`src/rtl/shift_add_mult_pkg.sv`:
```
// Shared types and defaults for the shift-and-add multiplier sequencer.
package shift_add_mult_pkg;

    localparam int unsigned SAM_WIDTH = 8;

    typedef enum logic [1:0] {
        IDLE  = 2'd0,
        ADD   = 2'd1,
        SHIFT = 2'd2,
        DONE  = 2'd3
    } state_t;

endpackage

```
`src/rtl/sam_acc_adder.sv`:
```
// Combinational B + ACC adder with carry-out for the shift-and-add multiplier.
module sam_acc_adder #(
    parameter int unsigned WIDTH = 8
) (
    input  logic [WIDTH-1:0] b_in,
    input  logic [WIDTH-1:0] acc_in,
    output logic [WIDTH-1:0] sum,
    output logic             c_o
);

    assign {c_o, sum} = {1'b0, b_in} + {1'b0, acc_in};

endmodule

```
`src/rtl/shift_add_mult_ctrl.sv`:
```
// Sequencer for an unsigned shift-and-add multiplier: one ADD and one SHIFT per multiplier bit,
// product {ACC,Q} presented on a valid/ready output.
module shift_add_mult_ctrl
    import shift_add_mult_pkg::*;
#(
    parameter int unsigned WIDTH = SAM_WIDTH
) (
    input  logic               clk,
    input  logic               rst_n,
    input  logic               in_valid,
    output logic               in_ready,
    input  logic [WIDTH-1:0]   a_in,
    input  logic [WIDTH-1:0]   b_in,
    input  logic               abort,
    output logic               busy,
    output logic               out_valid,
    input  logic               out_ready,
    output logic [2*WIDTH-1:0] product
);

    localparam int unsigned CNT_W = (WIDTH > 1) ? $clog2(WIDTH) : 1;
    localparam logic [CNT_W-1:0] LAST_BIT = CNT_W'(WIDTH - 1);

    state_t           state;
    logic [WIDTH-1:0] b_reg;
    logic [WIDTH-1:0] acc;
    logic [WIDTH-1:0] q;
    logic             c;
    logic [CNT_W-1:0] count;

    logic [WIDTH-1:0] add_b;
    logic [WIDTH-1:0] sum;
    logic             sum_c;

    // Adding zero when the current multiplier bit is clear keeps the ADD step uniform.
    assign add_b = q[0] ? b_reg : '0;

    sam_acc_adder #(
        .WIDTH (WIDTH)
    ) u_acc_adder (
        .b_in   (add_b),
        .acc_in (acc),
        .sum    (sum),
        .c_o    (sum_c)
    );

    always_ff @(posedge clk) begin
        // An abort of an in-flight multiply returns everything to the reset picture.
        if (!rst_n || (abort && (state == ADD || state == SHIFT))) begin
            state     <= IDLE;
            b_reg     <= '0;
            acc       <= '0;
            q         <= '0;
            c         <= 1'b0;
            count     <= '0;
            in_ready  <= 1'b1;
            busy      <= 1'b0;
            out_valid <= 1'b0;
            product   <= '0;
        end else begin
            case (state)
                IDLE: begin
                    if (in_valid) begin
                        b_reg    <= b_in;
                        q        <= a_in;
                        acc      <= '0;
                        c        <= 1'b0;
                        count    <= '0;
                        state    <= ADD;
                        in_ready <= 1'b0;
                        busy     <= 1'b1;
                    end
                end
                ADD: begin
                    {c, acc} <= {sum_c, sum};
                    state    <= SHIFT;
                end
                SHIFT: begin
                    {c, acc, q} <= {1'b0, c, acc, q[WIDTH-1:1]};
                    if (count == LAST_BIT) begin
                        state     <= DONE;
                        busy      <= 1'b0;
                        out_valid <= 1'b1;
                        // Product is the post-shift {ACC,Q}; C is always shifted into ACC's MSB.
                        product   <= {c, acc, q[WIDTH-1:1]};
                    end else begin
                        count <= count + CNT_W'(1);
                        state <= ADD;
                    end
                end
                DONE: begin
                    if (out_ready) begin
                        state     <= IDLE;
                        out_valid <= 1'b0;
                        product   <= '0;
                        in_ready  <= 1'b1;
                    end
                end
                default: begin
                    state <= IDLE;
                end
            endcase
        end
    end

endmodule
```
`config.mk`:
```
export PLATFORM = sky130hd
export DESIGN_NAME = shift_add_mult_ctrl
export DESIGN_NICKNAME = d
export VERILOG_FILES = /design/src/rtl/shift_add_mult_pkg.sv /design/src/rtl/sam_acc_adder.sv /design/src/rtl/shift_add_mult_ctrl.sv
export SDC_FILE = /design/constraint.sdc
export NUM_CORES = 1
export LEC_CHECK = 0
export CORE_UTILIZATION = 54
export CTS_CLUSTER_SIZE = 28
export DETAILED_ROUTE_END_ITERATION = 12
export PLACE_DENSITY = 0.84
export RECOVER_POWER = 25
export SLEW_MARGIN = 20
export SYNTH_ARGS = -nofsm -noshare
export SYNTH_HDL_FRONTEND = slang
export SYNTH_HIERARCHICAL = 1
export SYNTH_SLANG_ARGS = --single-unit
```
`constraint.sdc`:
```
create_clock -name clk -period 2.49 [get_ports clk]
set_input_delay 0.747 -clock clk [delete_from_list [all_inputs] [get_ports clk]]
set_output_delay 0.747 -clock clk [all_outputs]
set_load 0.01 [all_outputs]
```
==> flow_results.xml <==
<?xml version="1.0" encoding="UTF-8"?>
<metrics>
  <group name="grt">
    <metric name="grt_antenna_before_repair" unit="">0</metric>
    <metric name="first_global_vias" unit="">2226</metric>
    <metric name="overflow" unit="">0</metric>
    <metric name="grt_max_degree" unit="">25</metric>
    <metric name="grt_util_all_layers" unit="">0.238</metric>
    <metric name="grt_first_pass_wirelength" unit="mm">9.80</metric>
  </group>
  <group name="cells_and_area">
    <metric name="mostFrequentLayoutCell" unit="">sky130_fd_sc_hd__dfxtp_1</metric>
    <metric name="synthToLayoutAreaGrowth" unit="%">19.6</metric>
    <metric name="multi_input_comb_area" unit="mm2">0.00155</metric>
    <metric name="drive_above_1_share" unit="">0.0571</metric>
    <metric name="postLayoutCellArea" unit="mm2">0.00318</metric>
    <metric name="most-common-layout-cells" unit="">sky130_fd_sc_hd__dfxtp_1 (49), sky130_fd_sc_hd__a21oi_1 (35), sky130_fd_sc_hd__clkdlybuf4s50_1 (34), sky130_fd_sc_hd__nand2_1 (24), sky130_fd_sc_hd__o21ai_0 (20)</metric>
    <metric name="final_core_utilization" unit="">0.673</metric>
    <metric name="fin_cells" unit="">400</metric>
    <metric name="ff_latch_area" unit="um2">981</metric>
    <metric name="largest_register_by_flop_count" unit="">product</metric>
    <metric name="number_of_antenna_repair_diodes" unit="">0</metric>
    <metric name="design.final.nets" unit="">371</metric>
    <metric name="largest_register_ffs" unit="">16</metric>
    <metric name="fillers" unit="">371</metric>
  </group>
  <group name="setup_path">
    <metric name="critical_setup_path_kind" unit="">register to register</metric>
    <metric name="crit_path_start_kind" unit="">register</metric>
    <metric name="critPathArrivalTime" unit="ns">2.51</metric>
    <metric name="worst-endpoint-required" unit="ns">2.69</metric>
    <metric name="crit_path_max_fanout" unit="">9</metric>
    <metric name="end_kind" unit="">register</metric>
  </group>
  <group name="yosys">
    <metric name="synth_seq_area_share" unit="">0.369</metric>
    <metric name="synth_top_flop_cell" unit="">sky130_fd_sc_hd__dfxtp_1</metric>
    <metric name="syn_nets" unit="">336</metric>
    <metric name="asyncSetResetFlopFracSynth" unit="">0</metric>
    <metric name="avgSynthCellArea" unit="um2">8.95</metric>
    <metric name="synth_seq_cells" unit="">49</metric>
    <metric name="synth_cells" unit="">297</metric>
    <metric name="synth.lib_cells_used.distinct" unit="">45</metric>
    <metric name="number_of_flops_mapped_to_enable_cells_by_yosys" unit="">0</metric>
    <metric name="mappedNetlistArea" unit="mm2">0.00266</metric>
    <metric name="ys_warn_count" unit="">6</metric>
  </group>
  <group name="floorplan">
    <metric name="start_util" unit="">0.563</metric>
    <metric name="core" unit="mm2">0.00472</metric>
    <metric name="die_w" unit="um">72.2</metric>
    <metric name="std_cell_rows" unit="">25</metric>
    <metric name="fp.dieArea" unit="mm2">0.00521</metric>
    <metric name="ioPinCount" unit="">40</metric>
    <metric name="die_height" unit="um">72.2</metric>
  </group>
  <group name="placed_design">
    <metric name="place.detailed.hpwl" unit="mm">4.13</metric>
    <metric name="placed_cells" unit="">392</metric>
    <metric name="placement.io_buffers" unit="">39</metric>
    <metric name="place_congestion" unit="">0.826</metric>
    <metric name="place_area" unit="mm2">0.00307</metric>
  </group>
  <group name="clock_network">
    <metric name="clk_pin_slew" unit="ns">0.09</metric>
    <metric name="cts_root_buffer" unit="">sky130_fd_sc_hd__clkbuf_8</metric>
    <metric name="worst_skew_pair.late_latency" unit="ns">0.31</metric>
    <metric name="cts_tree" unit="">built</metric>
    <metric name="post_cts_resized" unit="">0</metric>
    <metric name="cts.sink_count" unit="">49</metric>
    <metric name="holdBufCountCts" unit="">0</metric>
    <metric name="post_cts.repair.setup_buffers" unit="">0</metric>
    <metric name="cts_buffers" unit="">5</metric>
    <metric name="clk_path_buf_depth" unit="">2</metric>
    <metric name="cts_htree_levels" unit="">2</metric>
  </group>
  <group name="routing">
    <metric name="wl_per_cell" unit="um">14.5</metric>
    <metric name="ant_nets" unit="">0</metric>
    <metric name="drt-pass1-iter-count" unit="">4</metric>
    <metric name="totalWireLength" unit="mm">5.79</metric>
    <metric name="num_vias" unit="">2330</metric>
    <metric name="drt_first_iter_violations" unit="">174</metric>
    <metric name="route.detailed.vias_per_inst" unit="">5.83</metric>
    <metric name="drc" unit="">0</metric>
  </group>
  <group name="timing">
    <metric name="worst_hold_slack" unit="ns">0.455</metric>
    <metric name="min_period" unit="ns">2.31</metric>
    <metric name="finalHoldViolCount" unit="">0</metric>
    <metric name="worst_pin_slew" unit="ns">0.697</metric>
    <metric name="setup_viol" unit="">0</metric>
    <metric name="timing.final.crit_share" unit="">0.929</metric>
    <metric name="rsz0062_at_grt" unit="">false</metric>
    <metric name="timing.fmax" unit="MHz">432</metric>
    <metric name="report.final.slew_viol_count" unit="">0</metric>
    <metric name="final.setup_skew" unit="ns">0.00822</metric>
    <metric name="slew-limit-headroom" unit="">0.526</metric>
  </group>
  <group name="min_path">
    <metric name="min_path_type" unit="">register to register</metric>
  </group>
  <group name="pwr">
    <metric name="vdd.ir_drop.worst" unit="mV">0.396</metric>
    <metric name="design_internal_power" unit="W">0.00130</metric>
    <metric name="p_leak" unit="nW">1.19</metric>
    <metric name="clockPowerShare" unit="">0.313</metric>
    <metric name="comb_power_share" unit="">0.215</metric>
    <metric name="power.density" unit="mW/mm2">582</metric>
    <metric name="power_frac_seq" unit="">0.472</metric>
    <metric name="switchingPower" unit="W">0.000556</metric>
    <metric name="p_sw_frac" unit="">0.300</metric>
    <metric name="post-layout-total-power" unit="W">0.00185</metric>
  </group>
  <group name="outcome">
    <metric name="result_of_the_run" unit="">finished clean</metric>
  </group>
  <group name="run">
    <metric name="maxCapViolations" unit="">0</metric>
  </group>
</metrics>
-- through the flow --
| stage | TNS (ns) | setup WS [ns] |
|---|---|---|
| after floorplan | 0 | 0.462 |
| final | 0 | 0.178 |
| after global routing | 0 | 0.0429 |
| after global placement | 0 | 0.103 |
| after CTS | 0 | 0.184 |
| after detailed placement | -0.0105 | -0.0105 |
-- metal layers --
| metal | global-route usage | share of wire | vias up |
|---|---|---|---|
| met5 | 0 | 0 | - |
| met4 | 0.0828 | 0.016 | 0 |
| met3 | 0.0417 | 0.029 | 9 |
| met2 | 0.406 | 0.49 | 41 |
| met1 | 0.303 | 0.47 | 1117 |
| li1 | - | - | 1163 |
-- cell families (layout without fill, tap and decap cells) --
group | count (synthesis) | in the layout | synth area share
adder cells (fa/ha/maj) | 18 | 18 | 0.0875
multiplexers | 15 | 15 | 0.0579
flip-flops | 49 | 49 | 0.369
XOR/XNOR | 4 | 4 | 0.0132
AO/OA/AOI/OAI | 97 | 97 | 0.235
buffers and inverters | 23 | 59 | 0.0508
AND/OR/NAND/NOR | 91 | 91 | 0.187
-- critical path: stages (launching register included) --
cell and delay, ns:
sky130_fd_sc_hd__dfxtp_1 0.37, sky130_fd_sc_hd__and2_1 0.18, sky130_fd_sc_hd__ha_1 0.22, sky130_fd_sc_hd__fa_1 0.41, sky130_fd_sc_hd__a21oi_1 0.22, sky130_fd_sc_hd__nor2_1 0.06, sky130_fd_sc_hd__nor2_1 0.16, sky130_fd_sc_hd__xnor2_1 0.10
sky130_fd_sc_hd__a22oi_1 0.15, sky130_fd_sc_hd__nor2_1 0.06, sky130_fd_sc_hd__a32o_1 0.27
-- power groups by stage --
stage	logic (W)	registers, W	clock network (W)
after floorplan	0.000291	0.000887	0
after global placement	0.000387	0.000891	0
after detailed placement	0.000398	0.000893	0
after CTS	0.000401	0.000875	0.000578
after global routing	0.000447	0.000881	0.000608
final	0.000399	0.000875	0.000579
-- cells in the mapped netlist, drive strengths merged, types with 3 or more instances --
cell type	n	area [um2]
a211oi	8	60.1
a21oi	35	175
a22o	7	61.3
a22oi	3	22.5
and2	10	62.6
buf	14	98.8
clkbuf	4	17.5
dfxtp	49	981
ha	17	213
inv	5	18.8
mux2	3	33.8
mux2i	12	120
nand2	24	90.1
nand3	10	50.1
nand4b	16	140
nor2	17	66.3
nor2b	6	37.5
o21ai	20	100
o2bb2ai	10	87.6
-- final cells by class --
type,instances,share of cell area
clock inverters,2,0.0122
multi-input cells,225,0.486
repair buffers,46,0.138
clock buffers,6,0.0228
well taps,67,0.0264
flip-flops and latches,49,0.308
inverters,5,0.00590
-- final timing paths --
path,from,to,slack (ns),cells after the start
setup / recovery,q[0]$_SDFFE_PP0P_,acc[6]$_SDFFE_PP0P_,0.18,10
hold / removal,b_reg[7]$_SDFFE_PP0P_,b_reg[7]$_SDFFE_PP0P_,0.46,2
setup reg to reg,q[0]$_SDFFE_PP0P_,acc[6]$_SDFFE_PP0P_,0.18,10
hold reg to reg,b_reg[7]$_SDFFE_PP0P_,b_reg[7]$_SDFFE_PP0P_,0.46,2
No activity file was read; power rests on OpenSTA's default activity.
